--- src/rtl/gpio_input_port_pkg.sv ---
// Shared constants for the GPIO input port: bus width and register offsets
// relative to the port's base address.
package gpio_input_port_pkg;

   localparam int BUS_W = 32;

   localparam logic [BUS_W-1:0] GPIO_IN_DATA_OFS = 32'h0000_0000;
   localparam logic [BUS_W-1:0] GPIO_IN_FLAG_OFS = 32'h0000_0004;

endpackage

--- src/rtl/gpio_debounce_bit.sv ---
// One input pin: 2-FF synchronizer, debounce counter and filtered bit, plus a
// strobe that fires on the same edge the filtered bit rises.
module gpio_debounce_bit #(
   parameter int DEBOUNCE = 4
) (
   input  logic clock,
   input  logic reset,
   input  logic i_pin,
   output logic o_filtered,
   output logic o_rise
);

   localparam int CNT_W = $clog2(DEBOUNCE + 1);
   localparam logic [CNT_W-1:0] CNT_LAST = CNT_W'(DEBOUNCE - 1);

   logic             r_s1;
   logic             r_s2;
   logic             r_filtered;
   logic [CNT_W-1:0] r_cnt;
   logic             w_differs;
   logic             w_settle;

   assign w_differs  = (r_s2 != r_filtered);
   assign w_settle   = w_differs && (r_cnt == CNT_LAST);
   assign o_filtered = r_filtered;
   assign o_rise     = w_settle && r_s2;

   // The counter only advances while the synchronized pin disagrees with the
   // filtered value, so any agreement in between restarts the qualification.
   always_ff @(posedge clock) begin
      if (reset) begin
         r_s1       <= 1'b0;
         r_s2       <= 1'b0;
         r_filtered <= 1'b0;
         r_cnt      <= '0;
      end else begin
         r_s1 <= i_pin;
         r_s2 <= r_s1;
         if (!w_differs) begin
            r_cnt <= '0;
         end else if (w_settle) begin
            r_filtered <= r_s2;
            r_cnt      <= '0;
         end else begin
            r_cnt <= r_cnt + CNT_W'(1);
         end
      end
   end

endmodule

--- src/rtl/gpio_input_port.sv ---
// Memory-mapped GPIO input port: debounced pin state and sticky rising-edge
// flags, readable at base and base+4; flags clear on read and drive irq.
module gpio_input_port
   import gpio_input_port_pkg::*;
#(
   parameter int WIDTH    = 32,
   parameter int DEBOUNCE = 4
) (
   input  logic             clock,
   input  logic             reset,
   input  logic [WIDTH-1:0] pins_in,
   input  logic [BUS_W-1:0] port_addr,
   input  logic [BUS_W-1:0] rd_addr,
   input  logic             rd_en,
   output logic [BUS_W-1:0] rd_data,
   output logic             rd_valid,
   output logic             irq
);

   logic [WIDTH-1:0] w_filtered;
   logic [WIDTH-1:0] w_rise;
   logic [WIDTH-1:0] w_clrMask;
   logic [WIDTH-1:0] w_flagsNext;
   logic [BUS_W-1:0] w_filtExt;
   logic [BUS_W-1:0] w_flagExt;
   logic             w_dataHit;
   logic             w_flagHit;

   logic [WIDTH-1:0] r_flags;
   logic [BUS_W-1:0] r_rdData;
   logic             r_rdValid;
   logic             r_irq;

   for (genvar g = 0; g < WIDTH; g++) begin : g_pin
      gpio_debounce_bit #(
         .DEBOUNCE (DEBOUNCE)
      ) u_bit (
         .clock      (clock),
         .reset      (reset),
         .i_pin      (pins_in[g]),
         .o_filtered (w_filtered[g]),
         .o_rise     (w_rise[g])
      );
   end

   // A flag read clears exactly the bits it returns; a rise on the same edge
   // is OR-ed back in afterwards so a new event is never lost.
   always_comb begin
      w_filtExt               = '0;
      w_flagExt               = '0;
      w_filtExt[WIDTH-1:0]    = w_filtered;
      w_flagExt[WIDTH-1:0]    = r_flags;
      w_dataHit               = rd_en && (rd_addr == port_addr + GPIO_IN_DATA_OFS);
      w_flagHit               = rd_en && (rd_addr == port_addr + GPIO_IN_FLAG_OFS);
      w_clrMask               = w_flagHit ? r_flags : '0;
      w_flagsNext             = (r_flags & ~w_clrMask) | w_rise;
   end

   // irq is taken from the next flag value so it tracks the flag register
   // edge-for-edge instead of lagging it by a cycle.
   always_ff @(posedge clock) begin
      if (reset) begin
         r_flags   <= '0;
         r_rdData  <= '0;
         r_rdValid <= 1'b0;
         r_irq     <= 1'b0;
      end else begin
         r_flags   <= w_flagsNext;
         r_irq     <= |w_flagsNext;
         r_rdValid <= w_dataHit || w_flagHit;
         if (w_dataHit) begin
            r_rdData <= w_filtExt;
         end else if (w_flagHit) begin
            r_rdData <= w_flagExt;
         end
      end
   end

   assign rd_data  = r_rdData;
   assign rd_valid = r_rdValid;
   assign irq      = r_irq;

endmodule

--- config.mk ---
export PLATFORM = sky130hd
export DESIGN_NAME = gpio_input_port
export DESIGN_NICKNAME = d
export VERILOG_FILES = /design/src/rtl/gpio_input_port_pkg.sv /design/src/rtl/gpio_debounce_bit.sv /design/src/rtl/gpio_input_port.sv
export SDC_FILE = /design/constraint.sdc
export NUM_CORES = 1
export LEC_CHECK = 0
export ABC_AREA = 1
export CORE_MARGIN = 4
export CORE_UTILIZATION = 59
export CTS_BUF_LIST = sky130_fd_sc_hd__clkbuf_2
export CTS_CLUSTER_DIAMETER = 30
export DETAILED_ROUTE_END_ITERATION = 12
export PLACE_DENSITY = 0.83
export RECOVER_POWER = 100
export SYNTH_ARGS = -nofsm -noshare
export SYNTH_HDL_FRONTEND = slang
export SYNTH_SLANG_ARGS = --single-unit
--- constraint.sdc ---
create_clock -name clock -period 6.9 [get_ports clock]
set_input_delay 0.69 -clock clock [delete_from_list [all_inputs] [get_ports clock]]
set_output_delay 0.69 -clock clock [all_outputs]
set_load 0.005 [all_outputs]
==> metrics.txt, run 1 <==
HP Start=reset; DPL Wire Length=19600 um; post-synth cell types=33; Synth area leader=dfxtp_1; CP Data Required Time=7.40 ns; Root Driver=clkbuf_2; DRT Pass-1 Iters=5; register share of total power=0.568; first-iteration detailed-routing DRC count=601; die width=147.8 um; fin. max-slew vios=173; post-route cell area=13550 um2; cell area power density=197.7 nW/um2; Total Power=2.680 mW; Max-slew headroom=-1.861; Worst Setup Start Kind=primary input; DRC=0; Post-synth EDFFs=0; Cell Area, Placed=13040 um2; die area=21840 um2; maximum clock frequency=214.8 MHz; Setup WS post-layout=2.245 ns; GRT Overall Usage=0.2462; Critical Path Source=port_addr[2]; Area contributors post-synth=dfxtp_1 (45%), nor2_1 (9.9%), inv_1 (9.1%), nand2_1 (8.8%), ha_1 (7.1%); slowest stage delay, CP=1.11 ns; Sw Pwr=0.7265 mW; fillcell total=1581; Final #Nets=1921; CP top delay family=simple AND/OR/NAND/NOR gates; first-pass GRT wire length=44860 um; Clock Path Buffers=3; asr flop ratio synth=0; CTS resizes=0; Hold Buf Count CTS=0; Die H=147.8 um; initial antenna violation count=1; Clock power frac=0.349; Yosys reg bits=258; max-cap check violation count=3; crit path DAT=5.16 ns; worst vdd ir=137.8 uV; vias in the first global route=10200; failing checks=capacitance limit, slew limit; count of non-filler cells in the finished layout=2057; Starting Density=0.6083; synthesized area=11530 um2; crit-path cells=dlygate4sd3_1 > ha_1 > inv_1 > nor2_1 > nand2_1 > nor2_1 > nand2_1 > nand2_1 > nand2_1 > nor2_1 > nand2_1 > nor2_2 > nand3_1 > nand2_1 > nand2_1 > nor2_1 > nand2_1 > nor2_1 > nand2_1 > nor2_1 > nor2_1; period utilization=0.6746; Crit. End Element=flop; Clk Latency, worst-skew pair=0.80 ns; Internal=1.953 mW; WP buf/inv=2; min Tclk post-route=4.655 ns; CTS Buf Count=66; Post-CTS Setup Repair Bufs=0; cell repeated most along the worst path=nand2_1; Synth top cells by count=nor2_1 (305), inv_1 (281), nand2_1 (270), dfxtp_1 (258), o21ai_0 (106); # rows=50; clk slew on worst S/H paths=0.10 ns; combinational share of power=0.083; setup violators final=0; Slowest-stage cell, CP=nand3_1; Final TNS setup=0 ns; WL/cell=13.07 um; Slew @ Worst Pin=4.292 ns; Synth Warn #=0; Core ar.=18960 um2; Top FF cell, synth=dfxtp_1; layout cells sized above 1=0.07350; Post-Route WL=26880 um; final clock skew=0.07120 ns; dpl cells=1949; # clock sinks=258; Vias=10320; Layout Area Growth over Synthesis=17.53%; most frequent cell after synthesis=nor2_1; IO Pins=133; htree depth=3; antenna-violating nets left=0; post-synth top area share=0.4479; sw frac=0.2711; Post-Syn Nets=1754; port bufs=132; critical path peak fanout=33; remaining global-route overflow=0; Mapped Cells=1590; RSZ-0062 raised after global routing=false; status=complete, but fails checks; Vias/cell=5.016; register area share after synthesis=0.4479; Placer Congestion=1.021; largest net degree at the start of global routing=96; Crit Path Category=primary input to flop; Leak=6.111 nW; Post-Place Worst Slack=2.696 ns; TritonCTS clock tree=done; r2r startpoint=g_pin[9].u_bit.r_cnt[0]$_SDFF_PP0_; Fin. Hold Viols=0; Worst Hold Class=primary input to flop; Mapped Avg Cell Area=7.252 um2
-- final timing paths --
path / cells past startpoint / slack, ns / end
worst max register to register: 12 / 4.96 / irq$_SDFF_PP0_
worst min-delay path: 2 / 0.28 / g_pin[18].u_bit.r_s1$_SDFF_PP0_
worst min register to register: 2 / 0.41 / g_pin[6].u_bit.r_s2$_SDFF_PP0_
worst max-delay path: 21 / 2.25 / irq$_SDFF_PP0_
-- layout by cell type, fill, tap and decap left out, drive strengths merged, types with 51 or more instances in the layout --
cell type	n
nor2	315
inv	285
nand2	284
dfxtp	258
o21ai	109
clkbuf	90
clkdlybuf4s50	80
nand3	68
ha	65
a21oi	55
dlygate4sd3	51
-- sequential cells by signal, indices dropped and copies added, names as in the netlist --
name and flops:
g_pin.u_bit.o_filtered 32, r_flags 32, rd_valid 1, g_pin.u_bit.r_s2 32
rd_data 32, irq 1, g_pin.u_bit.r_s1 32, g_pin.u_bit.r_cnt 96
-- power groups by stage --
stage | clock network (mW) | registers [mW] | logic [mW]
final | 0.934 | 1.52 | 0.222
after global routing | 1.05 | 1.53 | 0.247
after CTS | 0.969 | 1.52 | 0.223
after detailed placement | 0 | 1.56 | 0.221
after global placement | 0 | 1.56 | 0.221
after floorplan | 0 | 1.55 | 0.118
-- kinds of logic after synthesis --
family                     share of synthesized area
and+or+nand+nor                               0.2711
buffers and inverters                         0.1068
DFF                                           0.4479
AOI/OAI and AO/OA                            0.07487
adders and majority gates                    0.07053
xor gates and xnor gates                     0.02886
-- cell type report --
| cell class | count | area (um2) | area share |
|---|---|---|---|
| Timing Repair Buffer | 137 | 1349 | 0.09952 |
| Antenna cell | 1 | 2.502 | 0.0001846 |
| Clock buffer | 88 | 440.4 | 0.03250 |
| Sequential cell | 258 | 5165 | 0.3811 |
| Clock inverter | 19 | 91.34 | 0.006739 |
| Tap cell | 260 | 325.3 | 0.02400 |
| Inverter | 283 | 1062 | 0.07838 |
| Multi-Input combinational cell | 1011 | 5117 | 0.3776 |
-- per-layer routing --
layer	share of wire	track usage	up-vias
met5	0	0	-
met3	0.052	0.05579	57
met2	0.49	0.4336	270
met1	0.43	0.2914	4698
met4	0.024	0.09692	0
li1	-	-	5292
-- through the flow --
stage	hold slack (ns)	util
floorplan	0.3883	-
global placement	0.3898	0.6881
detailed placement	0.3938	0.6881
CTS	0.1961	0.7162
global route	0.2009	0.7150
finish	0.2755	0.7150
No activity file was read; power rests on OpenSTA's default activity.
==> inputs of run 2 (changes only) <==
--- a/config.mk
+++ b/config.mk
@@ -7,11 +7,11 @@
 export LEC_CHECK = 0
 export ABC_AREA = 1
 export CORE_MARGIN = 4
-export CORE_UTILIZATION = 59
+export CORE_UTILIZATION = 58
 export CTS_BUF_LIST = sky130_fd_sc_hd__clkbuf_2
 export CTS_CLUSTER_DIAMETER = 30
 export DETAILED_ROUTE_END_ITERATION = 12
-export PLACE_DENSITY = 0.83
+export PLACE_DENSITY = 0.82
 export RECOVER_POWER = 100
 export SYNTH_ARGS = -nofsm -noshare
 export SYNTH_HDL_FRONTEND = slang
==> constraint.sdc (replaced) <==
create_clock -name clock -period 4.4 [get_ports clock]
set_input_delay 0.44 -clock clock [delete_from_list [all_inputs] [get_ports clock]]
set_output_delay 0.44 -clock clock [all_outputs]
set_load 0.005 [all_outputs]
==> run 2 against run 1 <==
Compared with the run above: the run still ends with capacitance limit, slew limit left; cell count up 0.49%; setup slack worse by 1.3 ns; critical endpoint unchanged; register-to-register slack worse by 2.4 ns; first-iteration DRC count up 15%; critical path type unchanged; sequential share of layout area down 0.28 points; critical path depth down 1.
==> metrics.txt, run 2 (same netlist as run 1, synthesis figures left out) <==
post-route cell area=13650 um2; Die H=149 um; Crit Path Category=primary input to flop; DRC=0; GRT met1 Usage=0.2982; # clock sinks=258; Post-Route WL=27000 um; Vias=10280; max-cap check violation count=1; Slew @ Worst Pin=3.218 ns; status=complete, but fails checks; die width=149 um; most frequent cells in the layout=nor2_1 (306), inv_1 (282), nand2_1 (271), dfxtp_1 (258), o21ai_0 (108); Reg with most FFs=g_pin.u_bit.r_cnt; CP Data Required Time=4.97 ns; Hold Crit Depth=2; Hold Buf Count CTS=0; Critical Path Source=port_addr[2]; Max-slew headroom=-1.145; clk slew on worst S/H paths=0.10 ns; crit path DAT=4.01 ns; routing usage on met2=0.4157; setup violators final=0; layout cells sized above 1=0.07329; CTS resizes=0; worst r2r path cells=12; Starting Density=0.5905; remaining global-route overflow=0; final clock skew=0.08162 ns; r2r startpoint=g_pin[11].u_bit.r_cnt[1]$_SDFF_PP0_; reg-to-reg endpoint=irq$_SDFF_PP0_; Clk Latency, worst-skew pair=0.82 ns; critical path peak fanout=32; Worst Setup Start Kind=primary input; Clock Path Buffers=3; GR peak layer=met2; die area=22200 um2; initial antenna violation count=1; Cell Area, Placed=13100 um2; WL/cell=13.06 um; Placer Congestion=1.022; period utilization=0.7802; HP Start=reset; DPL Wire Length=20040 um; post-layout util=0.6992; CTS Buf Count=66; first-pass GRT wire length=44720 um; failing checks=capacitance limit, slew limit; fin. max-slew vios=71; Global Route met3 Usage=0.06381; Hold Slack=0.1295 ns; DRT Pass-1 Iters=6; Final #Nets=1926; maximum clock frequency=291.3 MHz; first-iteration detailed-routing DRC count=691; hold path endpoint=g_pin[19].u_bit.r_s2$_SDFF_PP0_; vias in the first global route=9998; IO Pins=133; min Tclk post-route=3.433 ns; antenna-violating nets left=0; TritonCTS clock tree=done; Worst Hold Class=primary input to flop; largest net degree at the start of global routing=71; cell area power density=315.5 nW/um2; GRT Overall Usage=0.2449; Fin. Hold Viols=0; Root Driver=clkbuf_2; max FFs per register=96; Post-CTS Setup Repair Bufs=0; htree depth=3; dpl cells=1959; worst vdd ir=250.8 uV; Core ar.=19530 um2; port bufs=132; commonest non-fill, non-tap cell in the layout=nor2_1; Final TNS setup=0 ns; Vias/cell=4.974; # rows=51; Layout Area Growth over Synthesis=18.40%; Leak=6.142 nW; Crit. End Element=flop; reg-to-reg slack, setup=2.58 ns; RSZ-0062 raised after global routing=false; count of non-filler cells in the finished layout=2067
## run 2: changes by cell type in the layout (fill, tap and decap cells not counted), moves of 3 or more
cell and change:
clkinv_1 +3, clkdlybuf4s50_1 +16, dlygate4sd3_1 -16, clkbuf_2 -3
## run 2: worst max-delay path: stages
cell and delay, ns:
dlygate4sd3_1 0.59, ha_1 0.21, inv_1 0.06, nor2_1 0.20
nand3_1 0.38, o21ai_0 0.47, nand2_1 0.09, nor2_1 0.13
nand2_1 0.07, nor2_1 0.19, nand3_4 0.09, buf_4 0.28
nand2_1 0.13, nand2_1 0.06, nor2_1 0.14, nand2_1 0.07
nor2_1 0.16, nand2_1 0.07, nor2_1 0.11, nor2_1 0.04
## run 2: power by group
| group | total (mW) | switching (mW) | internal [mW] |
|---|---|---|---|
| Sequential | 2.39 | 0.0179 | 2.37 |
| Combinational | 0.357 | 0.205 | 0.152 |
| Clock | 1.56 | 0.915 | 0.647 |
## run 2: area by class of cell
cell class	count	area [um2]
fillers	1643	5873
multi-input cells	1011	5125
clock buffers	85	425.4
well taps	265	331.6
diodes	1	2.502
repair buffers	142	1391
flip-flops and latches	258	5165
inverters	283	1062
clock inverters	22	150.1
## run 2: worst max path at each step
stage,end,slack [ns],depth (start not counted)
2_1_floorplan,irq$_SDFF_PP0_,1.93,19
3_3_place_gp,irq$_SDFF_PP0_,0.43,20
3_5_place_dp,irq$_SDFF_PP0_,0.49,20
4_1_cts,irq$_SDFF_PP0_,1.37,20
5_1_grt,irq$_SDFF_PP0_,0.77,20
6_report,irq$_SDFF_PP0_,0.97,20
## run 2: through the flow
stage                     power (mW)  setup WS [ns]
after floorplan                2.622          1.932
after global placement         2.792         0.4312
after detailed placement       2.793         0.4881
after CTS                      4.356          1.373
after global routing           4.530         0.7679
final                          4.307         0.9670
## run 2: layer usage
| layer | vias to the layer above | wire length, um | share of wire |
|---|---|---|---|
| li1 | 5309 | - | - |
| met1 | 4608 | 11750 | 0.44 |
| met2 | 306 | 12760 | 0.47 |
| met3 | 59 | 1802 | 0.067 |
| met4 | 0 | 685 | 0.025 |
| met5 | - | 0 | 0 |
==> inputs of run 3 (changes only) <==
==> constraint.sdc (replaced) <==
create_clock -name clock -period 3.51 [get_ports clock]
set_input_delay 0.351 -clock clock [delete_from_list [all_inputs] [get_ports clock]]
set_output_delay 0.351 -clock clock [all_outputs]
set_load 0.005 [all_outputs]
==> run 3 against run 2 <==
Compared with the run above: the run still ends with capacitance limit, slew limit left; power is 28% higher; global-route usage is 0.81 points higher; combinational power is 37% higher; die area stayed put; count of clock-buffer cells in the layout is 9 higher; clock skew is 0.0046 ns lower; register-to-register slack worse by 0.83 ns; clock power is 29% higher; cell area is 3.7% higher; hold slack worse by 0.054 ns; flip-flop and latch count stayed put; setup slack worse by 0.39 ns; highest routed layer unchanged.
==> metrics.txt, run 3 (same netlist as run 1, synthesis figures left out) <==
Worst Setup Start Kind=primary input; cell area power density=388.0 nW/um2; setup violators final=0; TritonCTS clock tree=done; Hold Slack=0.07581 ns; worst vdd ir=271.9 uV; count of non-filler cells in the finished layout=2130; Cell Area, Placed=13350 um2; post-layout util=0.7253; # clock sinks=258; Sw Pwr=1.494 mW; max-cap check violation count=1; Layout Area Growth over Synthesis=22.82%; IO Pins=133; combinational share of power=0.089; Post-Route WL=27630 um; period utilization=0.8353; dpl cells=1987; Core ar.=19530 um2; Fin. Hold Viols=0; vias in the first global route=10410; register share of total power=0.545; CP Data Required Time=4.19 ns; crit path DAT=3.61 ns; Final #Nets=1977; Vias/cell=4.955; post-route cell area=14160 um2; Vias=10550; final clock skew=0.07704 ns; Reg with most FFs=g_pin.u_bit.r_cnt; most frequent cells in the layout=nor2_1 (307), inv_1 (282), nand2_1 (271), dfxtp_1 (258), o21ai_0 (109); fillcell total=1569; first-iteration detailed-routing DRC count=554; remaining global-route overflow=0; CTS Buf Count=66; Max-slew headroom=-0.08139; sw frac=0.2719; DRC=0; min Tclk post-route=2.932 ns; Placer Congestion=1.008; port bufs=132; fin. max-slew vios=37; Clock Path Buffers=3; Clk Latency, worst-skew pair=0.82 ns; CTS resizes=0; Leak=6.418 nW; Root Driver=clkbuf_2; max FFs per register=96; Starting Density=0.5905; Worst Hold Class=primary input to flop; largest net degree at the start of global routing=52; die width=149 um; GRT Overall Usage=0.2530; die area=22200 um2; htree depth=3; critical path peak fanout=24; # rows=51; initial antenna violation count=1; Slew @ Worst Pin=1.622 ns; Setup WS post-layout=0.5781 ns; layout cells sized above 1=0.09179; Clock power frac=0.366; Post-Place Worst Slack=0.01631 ns; Total Power=5.495 mW; Crit. End Element=flop; Crit Path Category=primary input to flop; failing checks=capacitance limit, slew limit; clk slew on worst S/H paths=0.10 ns; WL/cell=12.97 um; Post-CTS Setup Repair Bufs=0; Final TNS setup=0 ns; first-pass GRT wire length=46550 um; DPL Wire Length=20460 um; commonest non-fill, non-tap cell in the layout=nor2_1; maximum clock frequency=341.1 MHz; Die H=149 um; DRT Pass-1 Iters=7; RSZ-0062 raised after global routing=false; Internal=4.001 mW; Hold Buf Count CTS=23; antenna-violating nets left=0; status=complete, but fails checks
[run 3: changes by cell type in the layout (fill, tap and decap cells not counted), moves of 3 or more]
cell           previous run  this run
clkbuf_2                 85        96
buf_12                    1         4
dlygate4sd3_1            35        57
buf_4                     6        28
[run 3: power by group through the flow]
stage,Clock [mW],Sequential (mW),Combinational (mW)
floorplan,0,3.06,0.232
global route,2.24,3.00,0.543
detailed placement,0,3.06,0.463
CTS,2.08,2.99,0.487
global placement,0,3.06,0.463
finish,2.01,2.99,0.490
[run 3: path summary, 6_finish.rpt]
kind,cells after the start,startpoint,end,slack (ns)
max,22,port_addr[2],irq$_SDFF_PP0_,0.58
min,3,pins_in[5],g_pin[5].u_bit.r_s1$_SDFF_PP0_,0.08
max reg2reg,12,g_pin[6].u_bit.r_cnt[0]$_SDFF_PP0_,irq$_SDFF_PP0_,1.75
min reg2reg,2,g_pin[1].u_bit.r_s1$_SDFF_PP0_,g_pin[1].u_bit.r_s2$_SDFF_PP0_,0.36
[run 3: metal layers]
| metal | share of wire | track usage | vias up |
|---|---|---|---|
| met2 | 0.46 | 0.4300 | 317 |
| met1 | 0.44 | 0.3096 | 4752 |
| met5 | 0 | 0 | - |
| met4 | 0.035 | 0.1130 | 0 |
| met3 | 0.066 | 0.05287 | 76 |
| li1 | - | - | 5409 |
[run 3: cell type report]
| type | count | area [um2] | area share |
|---|---|---|---|
| clock buffers | 94 | 470.5 | 0.03322 |
| inverters | 283 | 1062 | 0.07501 |
| repair buffers | 193 | 1864 | 0.1316 |
| multi-input cells | 1011 | 5127 | 0.3620 |
| clock inverters | 24 | 136.4 | 0.009630 |
| flip-flops and latches | 258 | 5165 | 0.3647 |
| diodes | 2 | 5.005 | 0.0003534 |
| well taps | 265 | 331.6 | 0.02341 |
[run 3: worst max-delay path: stages]
cell and delay [ns]:
clkdlybuf4s50_1 0.52, ha_1 0.21, inv_1 0.07, nor2_1 0.22, nand2_1 0.08, nor2_1 0.43, nand2_1 0.15, nand2_1 0.12
nand2_1 0.05, nor2_1 0.11, nand2_1 0.07, nor2_1 0.18, nand3_4 0.13, buf_4 0.25, nand2_1 0.11, nand2_1 0.06
nor2_1 0.11, nand2_1 0.07, nor2_1 0.10, nand2_1 0.05, nor2_1 0.11, nor2_1 0.04
